**src/rtl/cmd_seq_pkg.sv**
```systemverilog
// Shared definitions for the command-path sequencer: state codes (also the
// debug probe value), release-step error code and default stage timeout.
package cmd_seq_pkg;

  typedef enum logic [7:0] {
    IDLE = 8'h08,
    ARM  = 8'h03,
    RUN  = 8'h09,
    REL  = 8'h0A,
    DONE = 8'h0B,
    ERR  = 8'h0F
  } state_t;

  localparam int          IDX_W         = 3;
  localparam logic [3:0]  ERR_STAGE_REL = 4'hF;
  localparam int unsigned TIMEOUT_DEF   = 32'h0000_FFFF;

  // A stall in the release step is reported with its own code, not a stage index.
  function automatic logic [3:0] err_code(input state_t st, input logic [IDX_W-1:0] idx);
    return (st == REL) ? ERR_STAGE_REL : {1'b0, idx};
  endfunction

endpackage

```
**src/rtl/cmd_seq_if.sv**
```systemverilog
// Command handshake bundle between the receive-path stages/console (master)
// and the sequencer (slave).
interface cmd_seq_if #(
  parameter int NSTAGE = 3
);
  logic              ready;
  logic              trig;
  logic [NSTAGE-1:0] fd;
  logic [NSTAGE-1:0] fs;
  logic              ack_rx;
  logic              busy;
  logic              err;
  logic [3:0]        err_stage;
  logic              err_clr;
  logic [15:0]       cnt_pkt;
  logic [7:0]        so;

  modport master (
    output ready, trig, fd, err_clr,
    input  fs, ack_rx, busy, err, err_stage, cnt_pkt, so
  );

  modport slave (
    input  ready, trig, fd, err_clr,
    output fs, ack_rx, busy, err, err_stage, cnt_pkt, so
  );

endinterface

```
**src/rtl/cmd_seq_timer.sv**
```systemverilog
// seq_timer: per-stage stall counter. Counts while enabled, restarts on clear,
// and flags expiry in the cycle whose increment would reach TIMEOUT.
module seq_timer #(
  parameter int          TO_W    = 16,
  parameter int unsigned TIMEOUT = 16
) (
  input  logic sys_clk,
  input  logic rst,
  input  logic clr,
  input  logic en,
  output logic expire
);

  localparam logic [TO_W-1:0] CNT_LAST = TO_W'(TIMEOUT - 1);

  logic [TO_W-1:0] cnt;

  always_ff @(posedge sys_clk or posedge rst) begin
    if (rst)
      cnt <= '0;
    else if (clr)
      cnt <= '0;
    else if (en)
      cnt <= cnt + 1'b1;
  end

  // Gated by clr so a stage completing on its last allowed cycle is not an error.
  assign expire = en && !clr && (cnt == CNT_LAST);

endmodule

```
**src/rtl/cmd_seq.sv**
```systemverilog
// cmd_seq: walks NSTAGE fs/fd handshake stages per pending UDP packet and
// releases the MAC buffer after REL_STAGE. Stage timeout under CMD_SEQ_TIMEOUT_EN.
module cmd_seq
  import cmd_seq_pkg::*;
#(
  parameter int          NSTAGE    = 3,
  parameter int          REL_STAGE = 0,
  parameter int          TO_W      = 16,
  parameter int unsigned TIMEOUT   = TIMEOUT_DEF
) (
  input logic       sys_clk,
  input logic       rst,
  cmd_seq_if.slave  bus
);

  state_t            state;
  logic [IDX_W-1:0]  idx;
  logic [NSTAGE-1:0] fs_q;
  logic              ack_q;
  logic              busy_q;
  logic              err_q;
  logic [3:0]        err_stage_q;
  logic [15:0]       cnt_pkt_q;

  logic stage_done;
  logic rel_done;
  logic tmo;

  function automatic logic [NSTAGE-1:0] onehot(input logic [IDX_W-1:0] i);
    logic [NSTAGE-1:0] v;
    v = '0;
    for (int k = 0; k < NSTAGE; k++)
      if (int'(i) == k) v[k] = 1'b1;
    return v;
  endfunction

  // fs_q is the one-hot of idx while in RUN, so it doubles as the fd mask.
  assign stage_done = (state == RUN) && |(bus.fd & fs_q);
  assign rel_done   = (state == REL) && !bus.trig;

`ifdef CMD_SEQ_TIMEOUT_EN
  logic tmr_en;
  logic tmr_clr;

  assign tmr_en  = (state == RUN) || (state == REL);
  assign tmr_clr = !tmr_en || stage_done || rel_done;

  seq_timer #(
    .TO_W    (TO_W),
    .TIMEOUT (TIMEOUT)
  ) u_timer (
    .sys_clk (sys_clk),
    .rst     (rst),
    .clr     (tmr_clr),
    .en      (tmr_en),
    .expire  (tmo)
  );
`else
  localparam int unsigned unused_to_cfg = TIMEOUT + 32'(TO_W);
  logic unused_err_clr;

  assign unused_err_clr = bus.err_clr;
  assign tmo            = 1'b0;
`endif

  always_ff @(posedge sys_clk or posedge rst) begin
    if (rst) begin
      state       <= IDLE;
      idx         <= '0;
      fs_q        <= '0;
      ack_q       <= 1'b0;
      busy_q      <= 1'b0;
      err_q       <= 1'b0;
      err_stage_q <= '0;
      cnt_pkt_q   <= '0;
    end else begin
`ifdef CMD_SEQ_TIMEOUT_EN
      if (tmo) begin
        err_q       <= 1'b1;
        err_stage_q <= err_code(state, idx);
      end else if (bus.err_clr) begin
        err_q       <= 1'b0;
        err_stage_q <= '0;
      end
`endif
      case (state)
        IDLE: begin
          if (bus.ready) state <= ARM;
        end
        ARM: begin
          if (bus.trig) begin
            state  <= RUN;
            idx    <= '0;
            fs_q   <= onehot('0);
            busy_q <= 1'b1;
          end else if (!bus.ready) begin
            state <= IDLE;
          end
        end
        RUN: begin
          if (stage_done) begin
            fs_q <= '0;
            if (int'(idx) == REL_STAGE) begin
              state <= REL;
              ack_q <= 1'b1;
            end else if (int'(idx) == NSTAGE - 1) begin
              state <= DONE;
            end else begin
              idx  <= idx + 1'b1;
              fs_q <= onehot(idx + 1'b1);
            end
          end else if (tmo) begin
            state <= ERR;
            fs_q  <= '0;
            ack_q <= 1'b0;
          end
        end
        REL: begin
          if (rel_done) begin
            ack_q <= 1'b0;
            if (REL_STAGE == NSTAGE - 1) begin
              state <= DONE;
            end else begin
              state <= RUN;
              idx   <= IDX_W'(REL_STAGE + 1);
              fs_q  <= onehot(IDX_W'(REL_STAGE + 1));
            end
          end else if (tmo) begin
            state <= ERR;
            fs_q  <= '0;
            ack_q <= 1'b0;
          end
        end
        DONE: begin
          cnt_pkt_q <= cnt_pkt_q + 1'b1;
          state     <= IDLE;
          busy_q    <= 1'b0;
        end
        ERR: begin
          state  <= IDLE;
          busy_q <= 1'b0;
        end
        default: begin
          state  <= IDLE;
          fs_q   <= '0;
          ack_q  <= 1'b0;
          busy_q <= 1'b0;
        end
      endcase
    end
  end

  assign bus.fs        = fs_q;
  assign bus.ack_rx    = ack_q;
  assign bus.busy      = busy_q;
  assign bus.err       = err_q;
  assign bus.err_stage = err_stage_q;
  assign bus.cnt_pkt   = cnt_pkt_q;
  assign bus.so        = state;

endmodule

```
**src/flat_wrapper.sv**
```systemverilog
// flat-port wrapper written by rule: the top's interface ports become plain ports
module cmd_seq_flat import cmd_seq_pkg::*;
#(
  parameter int          NSTAGE    = 3,
  parameter int          REL_STAGE = 0,
  parameter int          TO_W      = 16,
  parameter int unsigned TIMEOUT   = TIMEOUT_DEF
)
  (sys_clk, rst, bus_ready, bus_trig, bus_fd, bus_err_clr, bus_fs, bus_ack_rx, bus_busy, bus_err, bus_err_stage, bus_cnt_pkt, bus_so);
  cmd_seq_if #(.NSTAGE(NSTAGE)) bus_i ();
  input logic sys_clk;
  input logic rst;
  input wire logic [$bits(bus_i.ready)-1:0] bus_ready;
  input wire logic [$bits(bus_i.trig)-1:0] bus_trig;
  input wire logic [$bits(bus_i.fd)-1:0] bus_fd;
  input wire logic [$bits(bus_i.err_clr)-1:0] bus_err_clr;
  output wire logic [$bits(bus_i.fs)-1:0] bus_fs;
  output wire logic [$bits(bus_i.ack_rx)-1:0] bus_ack_rx;
  output wire logic [$bits(bus_i.busy)-1:0] bus_busy;
  output wire logic [$bits(bus_i.err)-1:0] bus_err;
  output wire logic [$bits(bus_i.err_stage)-1:0] bus_err_stage;
  output wire logic [$bits(bus_i.cnt_pkt)-1:0] bus_cnt_pkt;
  output wire logic [$bits(bus_i.so)-1:0] bus_so;
  assign bus_i.ready = bus_ready;
  assign bus_i.trig = bus_trig;
  assign bus_i.fd = bus_fd;
  assign bus_i.err_clr = bus_err_clr;
  assign bus_fs = bus_i.fs;
  assign bus_ack_rx = bus_i.ack_rx;
  assign bus_busy = bus_i.busy;
  assign bus_err = bus_i.err;
  assign bus_err_stage = bus_i.err_stage;
  assign bus_cnt_pkt = bus_i.cnt_pkt;
  assign bus_so = bus_i.so;
  cmd_seq #(.NSTAGE(NSTAGE), .REL_STAGE(REL_STAGE), .TO_W(TO_W), .TIMEOUT(TIMEOUT)) u_core (.sys_clk(sys_clk), .rst(rst), .bus(bus_i));
endmodule
```
**config.mk**
```make
export PLATFORM = sky130hd
export DESIGN_NAME = cmd_seq_flat
export DESIGN_NICKNAME = d
export VERILOG_FILES = /design/src/rtl/cmd_seq_pkg.sv /design/src/rtl/cmd_seq_if.sv /design/src/rtl/cmd_seq_timer.sv /design/src/rtl/cmd_seq.sv /design/src/flat_wrapper.sv
export SDC_FILE = /design/constraint.sdc
export NUM_CORES = 1
export LEC_CHECK = 0
export ABC_AREA = 1
export BUFFER_PORTS_ARGS = -buffer_cell sky130_fd_sc_hd__buf_2
export CAP_MARGIN = 25
export CORE_MARGIN = 2
export CORE_UTILIZATION = 27
export DETAILED_ROUTE_END_ITERATION = 8
export SYNTH_ARGS = -nofsm -noshare
export SYNTH_HDL_FRONTEND = slang
export SYNTH_SLANG_ARGS = --single-unit
```
**constraint.sdc**
```tcl
create_clock -name sys_clk -period 1.85 [get_ports sys_clk]
set_input_delay 0.2775 -clock sys_clk [delete_from_list [all_inputs] [get_ports sys_clk]]
set_output_delay 0.2775 -clock sys_clk [all_outputs]
set_load 0.05 [all_outputs]
```
==> impl_metrics.prom <==
# TYPE chip_impl_metric gauge
chip_impl_metric{name="final.hold.worst_slack",unit="ns"} 0.0170
chip_impl_metric{name="placement.setup.worst_slack",unit="ns"} 0.288
chip_impl_metric{name="chipWidth",unit="um"} 82.2
chip_impl_metric{name="design.final.nets",unit=""} 263
chip_impl_metric{name="post-dp-hpwl",unit="mm"} 2.49
chip_impl_info{name="run_status",value="completed"} 1
chip_impl_metric{name="layout.cell_area.non_filler",unit="mm2"} 0.00192
chip_impl_metric{name="worstPathMaxFanout",unit=""} 10
chip_impl_metric{name="dr_total_vias",unit=""} 1379
chip_impl_metric{name="cts_inserted_buffers",unit=""} 3
chip_impl_metric{name="grt_pass1_wl",unit="mm"} 5.37
chip_impl_metric{name="place.port_buffers",unit=""} 30
chip_impl_info{name="worst_setup_path_end_kind",value="flop"} 1
chip_impl_info{name="largest_family_of_logic_cells_by_synthesized_area",value="simple AND/OR/NAND/NOR gates"} 1
chip_impl_metric{name="slew_viol_final",unit=""} 0
chip_impl_info{name="post-synth-top-count-cell",value="nand2_1"} 1
chip_impl_metric{name="ys_warn_count",unit=""} 5
chip_impl_info{name="worstSetupStartpointType",value="flop"} 1
chip_impl_metric{name="synth_edf_count",unit=""} 0
chip_impl_metric{name="drt.antenna.violating_nets",unit=""} 0
chip_impl_metric{name="max_freq",unit="MHz"} 627
chip_impl_info{name="synth_commonest_cells",value="66 x nand2_1, 26 x dfrtp_1, 26 x inv_1"} 1
chip_impl_metric{name="global_route.usage.total",unit=""} 0.103
chip_impl_metric{name="htree_levels",unit=""} 1
chip_impl_metric{name="layout-drive-gt1-share",unit=""} 0.190
chip_impl_metric{name="ys_types",unit=""} 24
chip_impl_metric{name="drt_iter0_drcs",unit=""} 55
chip_impl_metric{name="vdd_drop_max",unit="V"} 0.000559
chip_impl_metric{name="cp_data_required_time",unit="ns"} 2.03
chip_impl_metric{name="synth.ff_latch_count",unit=""} 27
chip_impl_metric{name="detailed_place.area",unit="mm2"} 0.00187
chip_impl_metric{name="gpl.final_weighted_congestion",unit=""} 0.815
chip_impl_metric{name="clock_buffer_depth",unit=""} 2
chip_impl_metric{name="async_reset_ff_frac",unit=""} 1.00
chip_impl_metric{name="pin_count",unit=""} 42
chip_impl_metric{name="crit_arrival",unit="ns"} 1.78
chip_impl_info{name="cts_root_buffer",value="clkbuf_8"} 1
chip_impl_metric{name="firstDrtPassIters",unit=""} 4
chip_impl_metric{name="clock_sinks",unit=""} 27
chip_impl_metric{name="timing_worst_slew_pin_value",unit="ns"} 0.532
chip_impl_metric{name="final.setup.tns",unit="ns"} 0
chip_impl_metric{name="synth_compound_gate_area_share",unit=""} 0.0258
chip_impl_info{name="rsz0062_at_grt",value="no"} 1
chip_impl_metric{name="final_period_minus_worst_setup_slack",unit="ns"} 1.60
chip_impl_metric{name="report.final.hold_viol_count",unit=""} 0
chip_impl_metric{name="netlist_area",unit="mm2"} 0.00165
chip_impl_metric{name="portion_of_synthesized_cell_area_occupied_by_the_leading_cell_type",unit=""} 0.395
chip_impl_metric{name="synth_simple_gate_area_frac",unit=""} 0.341
chip_impl_metric{name="num_antenna_cells",unit=""} 0
chip_impl_metric{name="postCtsResizedCells",unit=""} 0
chip_impl_metric{name="grt_max_degree",unit=""} 17
chip_impl_metric{name="cts.hold.buffers_added",unit=""} 0
chip_impl_metric{name="die_area",unit="mm2"} 0.00675
chip_impl_metric{name="postCtsSetupBuffers",unit=""} 0
chip_impl_info{name="cts_tree",value="built"} 1
chip_impl_metric{name="global_route.overflow_total",unit=""} 0
chip_impl_info{name="worstSetupPathType",value="flop to flop"} 1
chip_impl_info{name="synth_ff_type",value="dfrtp_1"} 1
chip_impl_metric{name="yosys.area_share.adder",unit=""} 0.0455
chip_impl_metric{name="syn-instance-count",unit=""} 214
chip_impl_metric{name="drc",unit=""} 0
chip_impl_metric{name="synth_seq_area_share",unit=""} 0.410
chip_impl_info{name="hold_path.class",value="input pin to async pin"} 1
chip_impl_metric{name="wirelength",unit="mm"} 3.26
chip_impl_metric{name="syn_area_per_cell",unit="um2"} 7.71
chip_impl_metric{name="number_of_rows_in_the_core_area",unit=""} 28
chip_impl_metric{name="initial_utilization",unit=""} 0.279
chip_impl_metric{name="layout-area-overhead-vs-synth",unit="%"} 16.3
chip_impl_metric{name="core",unit="mm2"} 0.00592
chip_impl_metric{name="worst_slew_margin_rel",unit=""} 0.645
chip_impl_metric{name="grt_pass1_vias",unit=""} 1225
chip_impl_metric{name="fin_worst_skew",unit="ns"} 0.00666
chip_impl_metric{name="setup_viol",unit=""} 0
chip_impl_info{name="post-synth-top-area-cell",value="dfrtp_1"} 1
chip_impl_metric{name="final_ws_setup",unit="ns"} 0.254
chip_impl_metric{name="grt_antenna_before_repair",unit=""} 0
chip_impl_metric{name="clock_input_transition_at_the_sequential_cells_of_the_worst_setup_and_hold_paths",unit="ns"} 0.10
chip_impl_metric{name="wl_per_cell",unit="um"} 10.1
chip_impl_metric{name="proportion_of_synthesized_area_in_mux_cells",unit=""} 0.00683
chip_impl_metric{name="viasPerCell",unit=""} 4.27
chip_impl_info{name="synth.top_cells.by_area",value="dfrtp_1 39%, nand2_1 15%, inv_1 5.9%"} 1
chip_impl_metric{name="final_min_period_over_clock_period",unit=""} 0.863
chip_impl_metric{name="cap_viol_max_count",unit=""} 0
chip_impl_metric{name="synth_xor_area_frac",unit=""} 0.0637
chip_impl_metric{name="cellLeakagePower",unit="nW"} 1.08
chip_impl_metric{name="die_y",unit="um"} 82.2
chip_impl_metric{name="clock_latency_at_the_later_pin_of_the_worst_skew_pair",unit="ns"} 0.28
chip_impl_metric{name="n_fill_cell",unit=""} 641
chip_impl_metric{name="power_density",unit="mW/mm2"} 1360
==> routing by layer <==
metal | part of all wire | vias to the layer above | track usage
met5 | 0 | - | 0
met3 | 0.061 | 5 | 0.0163
met1 | 0.45 | 617 | 0.133
met2 | 0.47 | 47 | 0.167
met4 | 0.020 | 0 | 0.0500
li1 | - | 710 | -
==> kinds of logic (layout without fill, tap and decap cells) <==
group / after synthesis / in the layout
simple gates: 124 / 124
buf+inv: 36 / 61
xor+xnor: 12 / 12
flops: 27 / 27
fa+ha+maj: 6 / 6
compound gates: 7 / 7
other cells: 1 / 10
mux: 1 / 1
==> registers in the layout, summed over array words and instances (netlist names) <==
register and cells:
u_core.idx 3, u_core.bus.so 3, u_core.bus.cnt_pkt 16, u_core.bus.busy 1, u_core.bus.ack_rx 1, u_core.bus.fs 3
==> worst max-delay path, stage by stage, from the launching register on <==
cell     delay, ns
dfrtp_1       0.53
inv_1         0.12
nand3_1       0.21
nor2_1        0.13
nor2_4        0.24
nand2_1       0.14
nand2_1       0.08
nand2_1       0.05
==> power by group <==
| group | internal [mW] | total, mW | leakage, nW | switching, mW |
|---|---|---|---|---|
| clock network | 0.151 | 0.345 | 0.0255 | 0.194 |
| logic | 0.375 | 1.37 | 0.697 | 0.991 |
| registers | 0.723 | 0.894 | 0.362 | 0.172 |
==> through the flow <==
stage | utilization | total power, mW | instances
after detailed placement | 0.316 | 2.28 | 319
after global placement | 0.316 | 2.27 | 319
after global routing | 0.324 | 2.83 | 323
after CTS | 0.324 | 2.64 | 323
final | 0.324 | 2.61 | 323
after floorplan | - | 2.01 | 223
==> cells in the final DEF, fill, tap and decap left out, drive strengths merged <==
cell type	netlist	routed
o21bai	2	2
dfstp	1	1
buf	10	31
nand3	19	19
inv	26	26
clkbuf	0	3
ha	6	6
conb	1	10
nand3b	2	2
o21ai	3	3
a21boi	1	1
mux2	1	1
clkinv	0	1
nand4	4	4
dfrtp	26	26
nand2	68	68
xnor2	6	6
a21oi	1	1
nor3	1	1
xor2	6	6
nor2	29	29
nor3b	1	1
==> final cells by class <==
class / count / area (um2) / share of cell area
clock buffers: 3 / 41.3 / 0.0215
clock inverters: 1 / 5.00 / 0.00261
inverters: 26 / 97.6 / 0.0509
multi-input cells: 160 / 833 / 0.434
flip-flops and latches: 27 / 677 / 0.353
well taps: 75 / 93.8 / 0.0489
repair buffers: 31 / 170 / 0.0887
==> worst paths after layout <==
path,start,endpoint,slack (ns),cells after the start
hold / removal,rst,u_core.bus.ack_rx$_DFFE_PP0P_,0.02,2
max in group asynchronous,rst,u_core.bus.cnt_pkt[7]$_DFFE_PP0P_,1.36,3
setup reg to reg,u_core.bus.so[1]$_DFFE_PP0P_,u_core.idx[0]$_DFFE_PP0P_,0.25,7
setup / recovery,u_core.bus.so[1]$_DFFE_PP0P_,u_core.idx[0]$_DFFE_PP0P_,0.25,7
hold reg to reg,u_core.bus.ack_rx$_DFFE_PP0P_,u_core.bus.ack_rx$_DFFE_PP0P_,0.49,2
min in group sys_clk,bus_trig,u_core.bus.busy$_DFFE_PP0P_,0.36,4
Power figures use the tool's default switching activity.
